### config.mk
export PLATFORM = sky130hd
export DESIGN_NAME = debounce3
export DESIGN_NICKNAME = d
export VERILOG_FILES = /design/src/rtl/debounce3.sv
export SDC_FILE = /design/constraint.sdc
export NUM_CORES = 1
export LEC_CHECK = 0
export ABC_AREA = 1
export CAP_MARGIN = 20
export CELL_PAD_IN_SITES_DETAIL_PLACEMENT = 1
export CELL_PAD_IN_SITES_GLOBAL_PLACEMENT = 2
export CORE_MARGIN = 1
export CORE_UTILIZATION = 33
export DETAILED_ROUTE_END_ITERATION = 10
export HOLD_SLACK_MARGIN = 0.05
export PLACE_DENSITY_LB_ADDON = 0.05
export SLEW_MARGIN = 40
export SYNTH_ARGS = -nofsm -noshare
export SYNTH_HDL_FRONTEND = slang
export SYNTH_SLANG_ARGS = --single-unit
### constraint.sdc
create_clock -name clk -period 1.9 [get_ports clk]
set_clock_uncertainty 0.1 [all_clocks]
set_input_delay 0.57 -clock clk [delete_from_list [all_inputs] [get_ports clk]]
set_output_delay 0.57 -clock clk [all_outputs]
set_load 0.02 [all_outputs]
### src/rtl/debounce3.sv
// Three-channel button conditioner: 2-flop sync + per-channel debounce FSM.
// Define DEBOUNCE3_EDGE_EN to build the registered rise/fall pulse outputs.
module debounce3 #(
  parameter int unsigned DB_COUNT = 12000,
  parameter int unsigned CNT_W    = 14
) (
  input  logic       clk,
  input  logic       rst,
  input  logic [2:0] btn_in,
  output logic [2:0] x_out,
  output logic [2:0] rise,
  output logic [2:0] fall
);

  typedef enum logic {STABLE, COUNTING} state_t;

  localparam logic [CNT_W-1:0] CNT_LAST = CNT_W'(DB_COUNT - 1);

  state_t           state     [3];
  state_t           state_nxt [3];
  logic [CNT_W-1:0] cnt       [3];
  logic [CNT_W-1:0] cnt_nxt   [3];
  logic [2:0]       s1;
  logic [2:0]       s2;
  logic [2:0]       upd;
  logic [2:0]       x_nxt;

  always_ff @(posedge clk) begin
    if (rst) begin
      s1    <= '0;
      s2    <= '0;
      x_out <= '0;
      for (int unsigned i = 0; i < 3; i++) begin
        state[i] <= STABLE;
        cnt[i]   <= '0;
      end
    end else begin
      s1    <= btn_in;
      s2    <= s1;
      x_out <= x_nxt;
      for (int unsigned i = 0; i < 3; i++) begin
        state[i] <= state_nxt[i];
        cnt[i]   <= cnt_nxt[i];
      end
    end
  end

  always_comb begin
    for (int unsigned i = 0; i < 3; i++) begin
      state_nxt[i] = state[i];
      cnt_nxt[i]   = cnt[i];
      case (state[i])
        STABLE: begin
          if (s2[i] != x_out[i]) begin
            state_nxt[i] = COUNTING;
            cnt_nxt[i]   = CNT_W'(1);
          end else begin
            cnt_nxt[i] = '0;
          end
        end
        COUNTING: begin
          // Bounce-back and window completion both return to STABLE with a cleared count
          if ((s2[i] == x_out[i]) || (cnt[i] == CNT_LAST)) begin
            state_nxt[i] = STABLE;
            cnt_nxt[i]   = '0;
          end else begin
            cnt_nxt[i] = cnt[i] + 1'b1;
          end
        end
        default: begin
          state_nxt[i] = STABLE;
          cnt_nxt[i]   = '0;
        end
      endcase
    end
  end

  always_comb begin
    upd = '0;
    for (int unsigned i = 0; i < 3; i++) begin
      upd[i] = (state[i] == COUNTING) && (s2[i] != x_out[i]) && (cnt[i] == CNT_LAST);
    end
    x_nxt = x_out ^ upd;
  end

`ifdef DEBOUNCE3_EDGE_EN
  // Pulses load on the same edge as x_out, so they cover the cycle right after the change
  always_ff @(posedge clk) begin
    if (rst) begin
      rise <= '0;
      fall <= '0;
    end else begin
      rise <= upd & s2;
      fall <= upd & ~s2;
    end
  end
`else
  assign rise = '0;
  assign fall = '0;
`endif

endmodule

==> impl_results.md, run 1 <==
* Port Buffers at 7
* Worst path arrival time at 1.06 ns
* Worst VDD drop at 300 uV
* Initial Util at 34.3%
* Die area at 0.00839 sq mm
* IO Pins at 14
* Smallest hold slack at 0.309 ns
* Synth top area share at 40.8%
* Synth Area in Compound Gates at 6.33%
* Placement Cell Area at 0.00288 sq mm
* Post-synthesis instance total at 385
* Root Buffer: clkbuf_8
* Crit path largest cell delay at 0.39 ns
* Synth Area in Simple Gates at 36.4%
* Largest net degree at the start of global routing at 18
* RSZ-0062 raised after global routing: false
* Post-route design area at 0.00296 sq mm
* Nets@finish at 413
* Fill cells at 1000
* Mux cell area share after synthesis at 0%
* CP max stage cell: dfxtp_1
* Clock Tree Buf Depth at 2
* Core Rows at 32
* Max-Cap Viols at 0
* Die width at 91.6 um
* Register area share after synthesis at 40.8%
* Status: complete, no violations
* Crit start category: flop
* Vias in the first global route at 2336
* DRT Pass-1 Iters at 4
* DRT Wirelength at 6030 um
* Synthesized area per cell at 6.88 sq um
* CP bufs+invs at 1
* Synth unique cells at 27
* Period utilisation layout at 90.8%
* Slew Viols, Final at 0
* Post-synthesis adder-cell area fraction at 1.42%
* Clk Latency, worst-skew pair at 0.31 ns
* Synth Cell Area at 0.00265 sq mm
* Combinational family with the most area after synthesis: simple AND/OR/NAND/NOR gates
* Post-route ant nets at 0
* Wire per inst at 11.9 um
* CTS buffer count at 5
* Total power at 0.00186 W
* Core Region at 0.00773 sq mm
* CP Data Required Time at 1.23 ns
* Initial antenna violation count at 0
* Vias per cell at 4.50
* Yosys top cell by area: dfxtp_1
* Leak at 1.00 nW
* Delay-heaviest family, CP: flip-flops
* Xor and xnor fraction of the mapped netlist area at 4.96%
* Vias post-DR at 2284
* WS Path Type: reg -> out
* Area grow syn2layout at 11.9%
* Final setup fails at 0
* Smallest setup slack after layout at 0.175 ns
* DRT iter0 DRCs at 31
* CP cell instances: dlygate4sd2_1
* Yosys reg bits at 54
* PwrDens at 627 mW/mm^2
* GRT Overall Usage at 15.8%
* Yosys warns at 0
* Chip height at 91.6 um
* Ant diodes at 0
* F_max at 0.580 GHz
* Post-CTS Setup Inserts at 0
* Final Hold Vio Count at 0
* HP Class: reg -> reg
* CTS clk-pin slew, worst paths at 0.10 ns
* Layout cells sized above 1 at 8.13%
* Clock period minus worst slack at 1.73 ns
* Worst-path fanout max at 3
* Grt ovf at 0
* DR DRC count at 0
* CTS H-tree lvls at 2
* Clock sink count at 54
* CTS tree: yes
* Final Wtd Congestion at 0.716
* Post-detail-place hpwl at 4690 um
* Pre-CTS worst setup slack at -0.147 ns
* Worst setup EP type: primary output
* Synth top area cells: dfxtp_1 41%, nand2_1 13%, nor2_1 11%
* Global-route wire length before repair at 10700 um
==> cells in the final DEF, fill, tap and decap left out <==
master           netlist  final
nor2_1                78     78
o21ai_0                3      3
clkinv_4               0      1
nand3_1               28     28
nor2_2                 2      2
nor3_1                 2      2
buf_4                  6     10
clkbuf_8               0      5
nor2_4                 1      1
clkinv_2               0      1
a21oi_1               19     19
dfxtp_1               54     54
xor2_1                 8      8
or2_1                  1      1
xnor2_1                7      7
inv_2                  1      1
ha_1                   3      3
dlygate4sd2_1          0      3
nand2_2                1      1
or2_0                  4      4
clkinvlp_4             0      1
o21ai_1                1      1
nand2_1               89     89
or2_2                  2      2
buf_12                 0      1
nand4_1               14     14
clkdlybuf4s50_1        0      4
nand3_2                1      1
conb_1                 1      6
nand3b_1               2      2
inv_1                 47     47
a21oi_2                6      6
==> layout make-up <==
class	count	area, sq um	area share, %
multi-input cells	278	1320	44.6
flip-flops and latches	54	1080	36.5
inverters	48	180	6.08
repair buffers	18	161	5.45
well taps	102	128	4.31
clock buffers	5	68.8	2.32
clock inverters	3	21.3	0.718
==> synthesized netlist by cell type <==
library cell and n:
xor2_1 8, nor2_2 2, buf_6 3, nand3b_1 2, dfxtp_1 54, a21oi_1 19
nor2_4 1, nor3_1 2, nand3_2 1, or2_2 2, ha_1 3, nand2_1 89
a21oi_2 6, o21ai_1 1, or2_1 1, conb_1 1, nand4_1 14, nand2_2 1
inv_1 47, xnor2_1 7, buf_4 6, or2_0 4, nor2_1 78, o21ai_0 3
buf_2 1, nand3_1 28, inv_2 1
==> layer usage <==
metal / global-route usage (%) / up-vias / wire (um)
met5: 0 / - / 0
met4: 3.57 / 0 / 53
met3: 3.02 / 4 / 108
met2: 24.6 / 16 / 2590
met1: 22.5 / 1028 / 3280
li1: - / 1236 / -
==> worst paths after layout <==
kind	from	endpoint	slack, ns	depth (start not counted)
worst max-delay path	x_out[2]	x_out[2]	0.17	1
worst min register to register	s1[2]	s2[2]	0.31	2
worst min-delay path	s1[2]	s2[2]	0.31	2
worst max register to register	cnt[0][0]	cnt[0][10]	0.34	8
==> registers in the layout, summed over array words and instances, names as in the netlist <==
register / cells
s1: 3
state: 3
s2: 3
x_out: 3
cnt: 42
==> power breakdown <==
part           leakage, nW  internal, W  switching [W]   total, W
sequential           0.437      0.00114     0.00000592    0.00115
clock               0.0441     0.000260       0.000407   0.000667
combinational        0.520    0.0000185      0.0000265  0.0000451
total                 1.00      0.00142       0.000439    0.00186
==> per-stage QoR <==
stage               TNS, ns  utilization [%]  cells
finish                    0             38.3    508
detailed placement    -1.77             37.2    500
CTS                       0             38.3    508
global placement      -1.22             37.2    500
global route              0             38.3    508
floorplan                 0                -    390
==> cell families after synthesis <==
group	Yosys count
other cells	1
simple gates	225
flops	54
buf+inv	58
compound gates	29
xor+xnor	15
fa+ha+maj	3
==> timing repair <==
item	CTS	global route
hold buffers	0	0
gates resized for setup	3	0
endpoints found under the setup margin	3	0
(Power assumes the default switching activity.)
==> run 2: changes to the inputs <==
Settings changed: CORE_ASPECT_RATIO from default to 1.1.
==> run 2 against run 1 <==
Net effect: core utilization increased by 0.57 points; combinational power decreased by 4.9%; clock power increased by 17%; critical endpoint unchanged; largest power group unchanged; highest routed layer unchanged.
==> impl_results.md, run 2 (same netlist as run 1, synthesis figures left out) <==
* Largest Register: cnt
* DRT Pass-1 Iters at 4 (unchanged)
* Max-Cap Viols at 0 (unchanged)
* Global-route wire length before repair at 10400 um (-2.2%)
* Worst Min Path Start: s1[0]
* Delay-heaviest family, CP: flip-flops
* Final Hold Vio Count at 0 (unchanged)
* Crit start category: flop
* Commonest non-fill, non-tap cells in the layout: 89 x nand2_1, 78 x nor2_1, 54 x dfxtp_1
* Worst VDD drop at 441 uV (+47%)
* Final setup fails at 0 (unchanged)
* Clock Tree Buf Depth at 2 (unchanged)
* Slew Viols, Final at 0 (unchanged)
* CTS tree: yes
* Chip height at 96.0 um (+4.8%)
* Layout cells sized above 1 at 6.97% (-1.2 points)
* Fill cells at 1007 (+0.70%)
* Hold_buf cts at 0 (unchanged)
* Initial Util at 34.9% (+0.59 points)
* Worst-path fanout max at 3 (unchanged)
* Initial antenna violation count at 0 (unchanged)
* Smallest setup slack after layout at 0.197 ns (+0.0220 ns)
* R2R Setup Slk at 0.34 ns (about the same)
* Core Region at 0.00760 sq mm (-1.7%)
* Period utilisation layout at 89.7% (-1.2 points)
* Area grow syn2layout at 11.6%
* Wire per inst at 11.8 um (-0.35%)
* Hold Path End: s2[0]
* CTS buffer count at 5 (unchanged)
* Post-detail-place hpwl at 4740 um (+0.98%)
* CTS clk-pin slew, worst paths at 0.09 ns (about the same)
* Worst R2R End: cnt[0][35]
* CP max stage cell: dfxtp_1
* RSZ-0062 raised after global routing: false
* Vias post-DR at 2357 (+3.2%)
* Vias per cell at 4.65 (+3.4%)
* WS Path Type: reg -> out
* Crit path largest cell delay at 0.39 ns (about the same)
* Finished Core Util at 38.9% (+0.57 points)
* Nets@finish at 409 (-0.97%)
* Total power at 0.00197 W (+5.9%)
* Leak at 0.989 nW (-1.2%)
* Worst r2r path cells at 6 (-2)
* Root Buffer: clkbuf_8
* Min-Delay Path Depth at 2 (unchanged)
* Max reg flops at 42 (unchanged)
* DRT Wirelength at 6000 um (-0.55%)
* PwrDens at 666 mW/mm^2 (+6.1%)
* DR DRC count at 0 (unchanged)
* DRT iter0 DRCs at 47 (+52%)
* Die width at 87.4 um (-4.6%)
* Smallest hold slack at 0.308 ns (-0.000299 ns)
* Worst path arrival time at 1.03 ns (-0.03 ns)
* Setup_tns at 0 ns (unchanged)
* CP Data Required Time at 1.23 ns (about the same)
* Clk Latency, worst-skew pair at 0.31 ns (about the same)
* CTS H-tree lvls at 2 (unchanged)
* CP cell instances: dlygate4sd2_1
* F_max at 0.587 GHz (+1.3%)
* Clock sink count at 54 (unchanged)
* Grt ovf at 0 (unchanged)
* Die area at 0.00839 sq mm (about the same)
* CP bufs+invs at 1 (unchanged)
* Status: complete, no violations
* Vias in the first global route at 2286 (-2.1%)
* IO Pins at 14 (unchanged)
* Post-route ant nets at 0 (unchanged)
* Ant diodes at 0 (unchanged)
* Worst setup EP type: primary output
* Pre-CTS worst setup slack at -0.106 ns (+0.0400 ns)
* Core Rows at 33 (+3.1%)
* GRT Overall Usage at 15.9% (+0.11 points)
* Final Wtd Congestion at 0.688 (-4.0%)
* Port Buffers at 7 (unchanged)
* HP Class: reg -> reg
* Commonest non-fill, non-tap cell in the layout: nand2_1
* Clock period minus worst slack at 1.70 ns (-0.0220 ns)
* Largest net degree at the start of global routing at 17 (-1)
* Critical R2R Launch: cnt[0][28]
## run 2: cell count changes in the layout (fill, tap and decap cells not counted)
cell	change
buf_4	-4
bufinv_16	+1
clkbuf_1	+1
clkinv_2	-1
clkinv_4	-1
## run 2: power breakdown
part / internal [W] / total, W / switching, W
clock: 0.000394 / 0.000780 / 0.000386
combinational: 0.0000172 / 0.0000429 / 0.0000258
sequential: 0.00114 / 0.00115 / 0.00000607
## run 2: through the flow
stage               area [sq um]  cells
CTS                         2960    507
finish                      2960    507
floorplan                   2670    390
global route                2960    507
global placement            2850    499
detailed placement          2850    499
## run 2: how the worst max path moves through the flow
| stage | startpoint | end | slack, ns | depth (start not counted) |
|---|---|---|---|---|
| 6_report | x_out[2] | x_out[2] | 0.20 | 1 |
| 5_1_grt | rst | cnt[0][41] | 0.12 | 6 |
| 4_1_cts | x_out[2] | x_out[2] | 0.17 | 1 |
| 3_5_place_dp | rst | cnt[0][35] | -0.11 | 6 |
| 3_3_place_gp | rst | cnt[0][35] | -0.08 | 6 |
| 2_1_floorplan | rst | cnt[0][40] | 0.48 | 7 |
## run 2: per-layer routing
layer	wire [um]	vias to the layer above	global-route usage [%]
met5	0	-	0
met4	65	0	3.69
met3	90	6	2.83
met2	2970	16	28.5
met1	2880	1114	19.9
li1	-	1221	-
## run 2: area by class of cell
class                      count  area [sq um]  share of cell area, %
clock buffer                   6          72.6                   2.45
sequential                    54          1080                   36.6
tap                          105           131                   4.44
multi-input combinational    278          1320                   44.7
timing repair buffer          14           131                   4.44
clock inverter                 2          37.5                   1.27
inverter                      48           180                   6.09
## run 2: timing repair
item                       in CTS  in global routing
setup endpoints to repair       3                  0
buffers inserted                0                  0
resized for setup               3                  0
==> run 3: changes to the inputs <==
Settings changed: CORE_UTILIZATION 33 to 30, GPL_TIMING_DRIVEN from default to 0, SLEW_MARGIN 40 to default.
Clock period 1.9 ns to 1.37 ns, I/O delays scaled along.
==> run 3 against run 2 <==
Net effect: combinational power up 100%; non-clock buffer count up 22; sequential share of layout area down 3.5 points; global-route usage up 0.22 points; sequential power up 37%; setup slack worse by 0.15 ns; via count up 4.6%; clock power up 18%; total power up 31%; first-iteration DRC count up 79%; critical path type is now reg -> reg; largest power group unchanged; highest routed layer unchanged.
==> impl_results.md, run 3 (same netlist as run 1, synthesis figures left out) <==
* Clock Tree Buf Depth at 2 (unchanged)
* Die area at 0.00921 sq mm (+9.8%)
* Final Hold Vio Count at 0 (unchanged)
* Core Rows at 35 (+6.1%)
* CTS H-tree lvls at 2 (unchanged)
* Initial Util at 31.3% (-3.5 points)
* Worst r2r path cells at 7 (+1)
* Worst-path fanout max at 5 (+2)
* RSZ-0062 raised after global routing: true
* Ant diodes at 0 (unchanged)
* Post-route ant nets at 0 (unchanged)
* Core Region at 0.00845 sq mm (+11%)
* DRT Wirelength at 6800 um (+13%)
* Leak at 1.11 nW (+12%)
* GRT Overall Usage at 16.1% (+0.22 points)
* PwrDens at 750 mW/mm^2 (+13%)
* Critical R2R Launch: cnt[0][0]
* Final setup fails at 0 (unchanged)
* Setup_tns at 0 ns (unchanged)
* Die width at 91.6 um (+4.8%)
* Slew Viols, Final at 0 (unchanged)
* Post-route design area at 0.00345 sq mm (+17%)
* Worst path arrival time at 1.44 ns (+0.41 ns)
* Vias per cell at 4.61 (-0.89%)
* Period utilisation layout at 96.9%
* Nets@finish at 431 (+5.4%)
* CTS buffer count at 5 (unchanged)
* Status: complete, no violations
* Worst Min Path Start: rst
* F_max at 0.753 GHz
* Largest Register: cnt
* Chip height at 101 um (+4.8%)
* Min-Delay Path Depth at 2 (unchanged)
* Commonest non-fill, non-tap cells in the layout: 81 x nand2_1, 57 x nor2_1, 44 x inv_1
* Post-detail-place hpwl at 4840 um (+2.2%)
* Final Wtd Congestion at 0.736 (+7.0%)
* Initial antenna violation count at 0 (unchanged)
* WS Path Type: reg -> reg
* Global-route wire length before repair at 11600 um (+11%)
* HP Class: in -> reg
* Vias post-DR at 2465 (+4.6%)
* Layout cells sized above 1 at 32.1% (+25 points)
* Hold_buf cts at 0 (unchanged)
* Worst setup EP type: flop
* Clock sink count at 54 (unchanged)
* Clock period minus worst slack at 1.33 ns
* Non-filler instance count after layout at 535 (+5.5%)
* Wire per inst at 12.7 um (+7.4%)
* DRT Pass-1 Iters at 4 (unchanged)
* Worst VDD drop at 352 uV (-20%)
* Area grow syn2layout at 30.3%
* Clk Latency, worst-skew pair at 0.32 ns (about the same)
* Vias in the first global route at 2486 (+8.7%)
* Max reg flops at 42 (unchanged)
* Crit start category: flop
* Placed cell count at 507 (+1.6%)
* CP Data Required Time at 1.48 ns (+0.25 ns)
* Grt ovf at 0 (unchanged)
* Setup crit start: cnt[0][0]
* Placement Cell Area at 0.00288 sq mm (+1.2%)
* Commonest non-fill, non-tap cell in the layout: nand2_1
* IO Pins at 14 (unchanged)
* DR DRC count at 0 (unchanged)
* CTS clk-pin slew, worst paths at 0.11 ns (+0.02 ns)
* Port Buffers at 6 (-1)
* Max-Cap Viols at 0 (unchanged)
* Largest net degree at the start of global routing at 17 (unchanged)
* CTS tree: yes
* Root Buffer: clkbuf_8
* DRT iter0 DRCs at 84 (+79%)
## run 3: cell count changes in the layout (fill, tap and decap cells not counted), sizes merged
cell           change
buf               +26
dlygate4sd2        -3
clkinv             +2
bufinv             -1
clkdlybuf4s50      -1
clkinvlp           -1
## run 3: metal layers
| layer | wire (um) | GRT usage [%] | vias to the layer above |
|---|---|---|---|
| met5 | 0 | 0 | - |
| met4 | 122 | 5.74 | 0 |
| met3 | 142 | 2.79 | 9 |
| met2 | 3400 | 30.0 | 23 |
| met1 | 3140 | 18.6 | 1167 |
| li1 | - | - | 1266 |
## run 3: final timing paths
path / end / slack [ns]
setup / recovery: cnt[0][5] / 0.04
hold / removal: s1[2] / 0.29
setup reg to reg: cnt[0][5] / 0.04
hold reg to reg: s2[2] / 0.31
## run 3: report_power, final
part / internal, W / switching, W
logic: 0.0000406 / 0.0000465
clock network: 0.000363 / 0.000559
registers: 0.00157 / 0.0000102
## run 3: repair_timing
item	in CTS	in global routing
gates cloned	3	0
endpoints found under the hold margin	0	0
buffers inserted	13	8
endpoints found under the setup margin	51	48
pin swaps	8	22
gates resized for setup	61	66
## run 3: stage by stage
stage / power [W] / hold slack, ns / util, % / worst slack, ns
4_1_cts: 0.00265 / 0.282 / 38.6 / -0.0525
3_3_place_gp: 0.00170 / 0.294 / 34.1 / -0.304
3_5_place_dp: 0.00170 / 0.305 / 34.1 / -0.325
2_1_floorplan: 0.00168 / 0.288 / - / 0.00722
5_1_grt: 0.00273 / 0.295 / 40.8 / -0.0117
6_report: 0.00259 / 0.293 / 40.8 / 0.0425
## run 3: layout make-up
cell class	count	area, sq um
fill	1068	5000
multi-input combinational	278	1580
sequential	54	1140
timing repair buffer	26	238
inverter	48	180
tap	111	139
buffer	10	87.6
clock buffer	6	72.6
clock inverter	2	13.8
## run 3: worst max-delay path, cell delays in order, from the launching register on
cell and delay, ns:
dfxtp_4 0.37, ha_4 0.16, nand3_4 0.09, nor2_4 0.15
nand2_2 0.08, nand3_4 0.09, buf_6 0.13, nor2_1 0.04
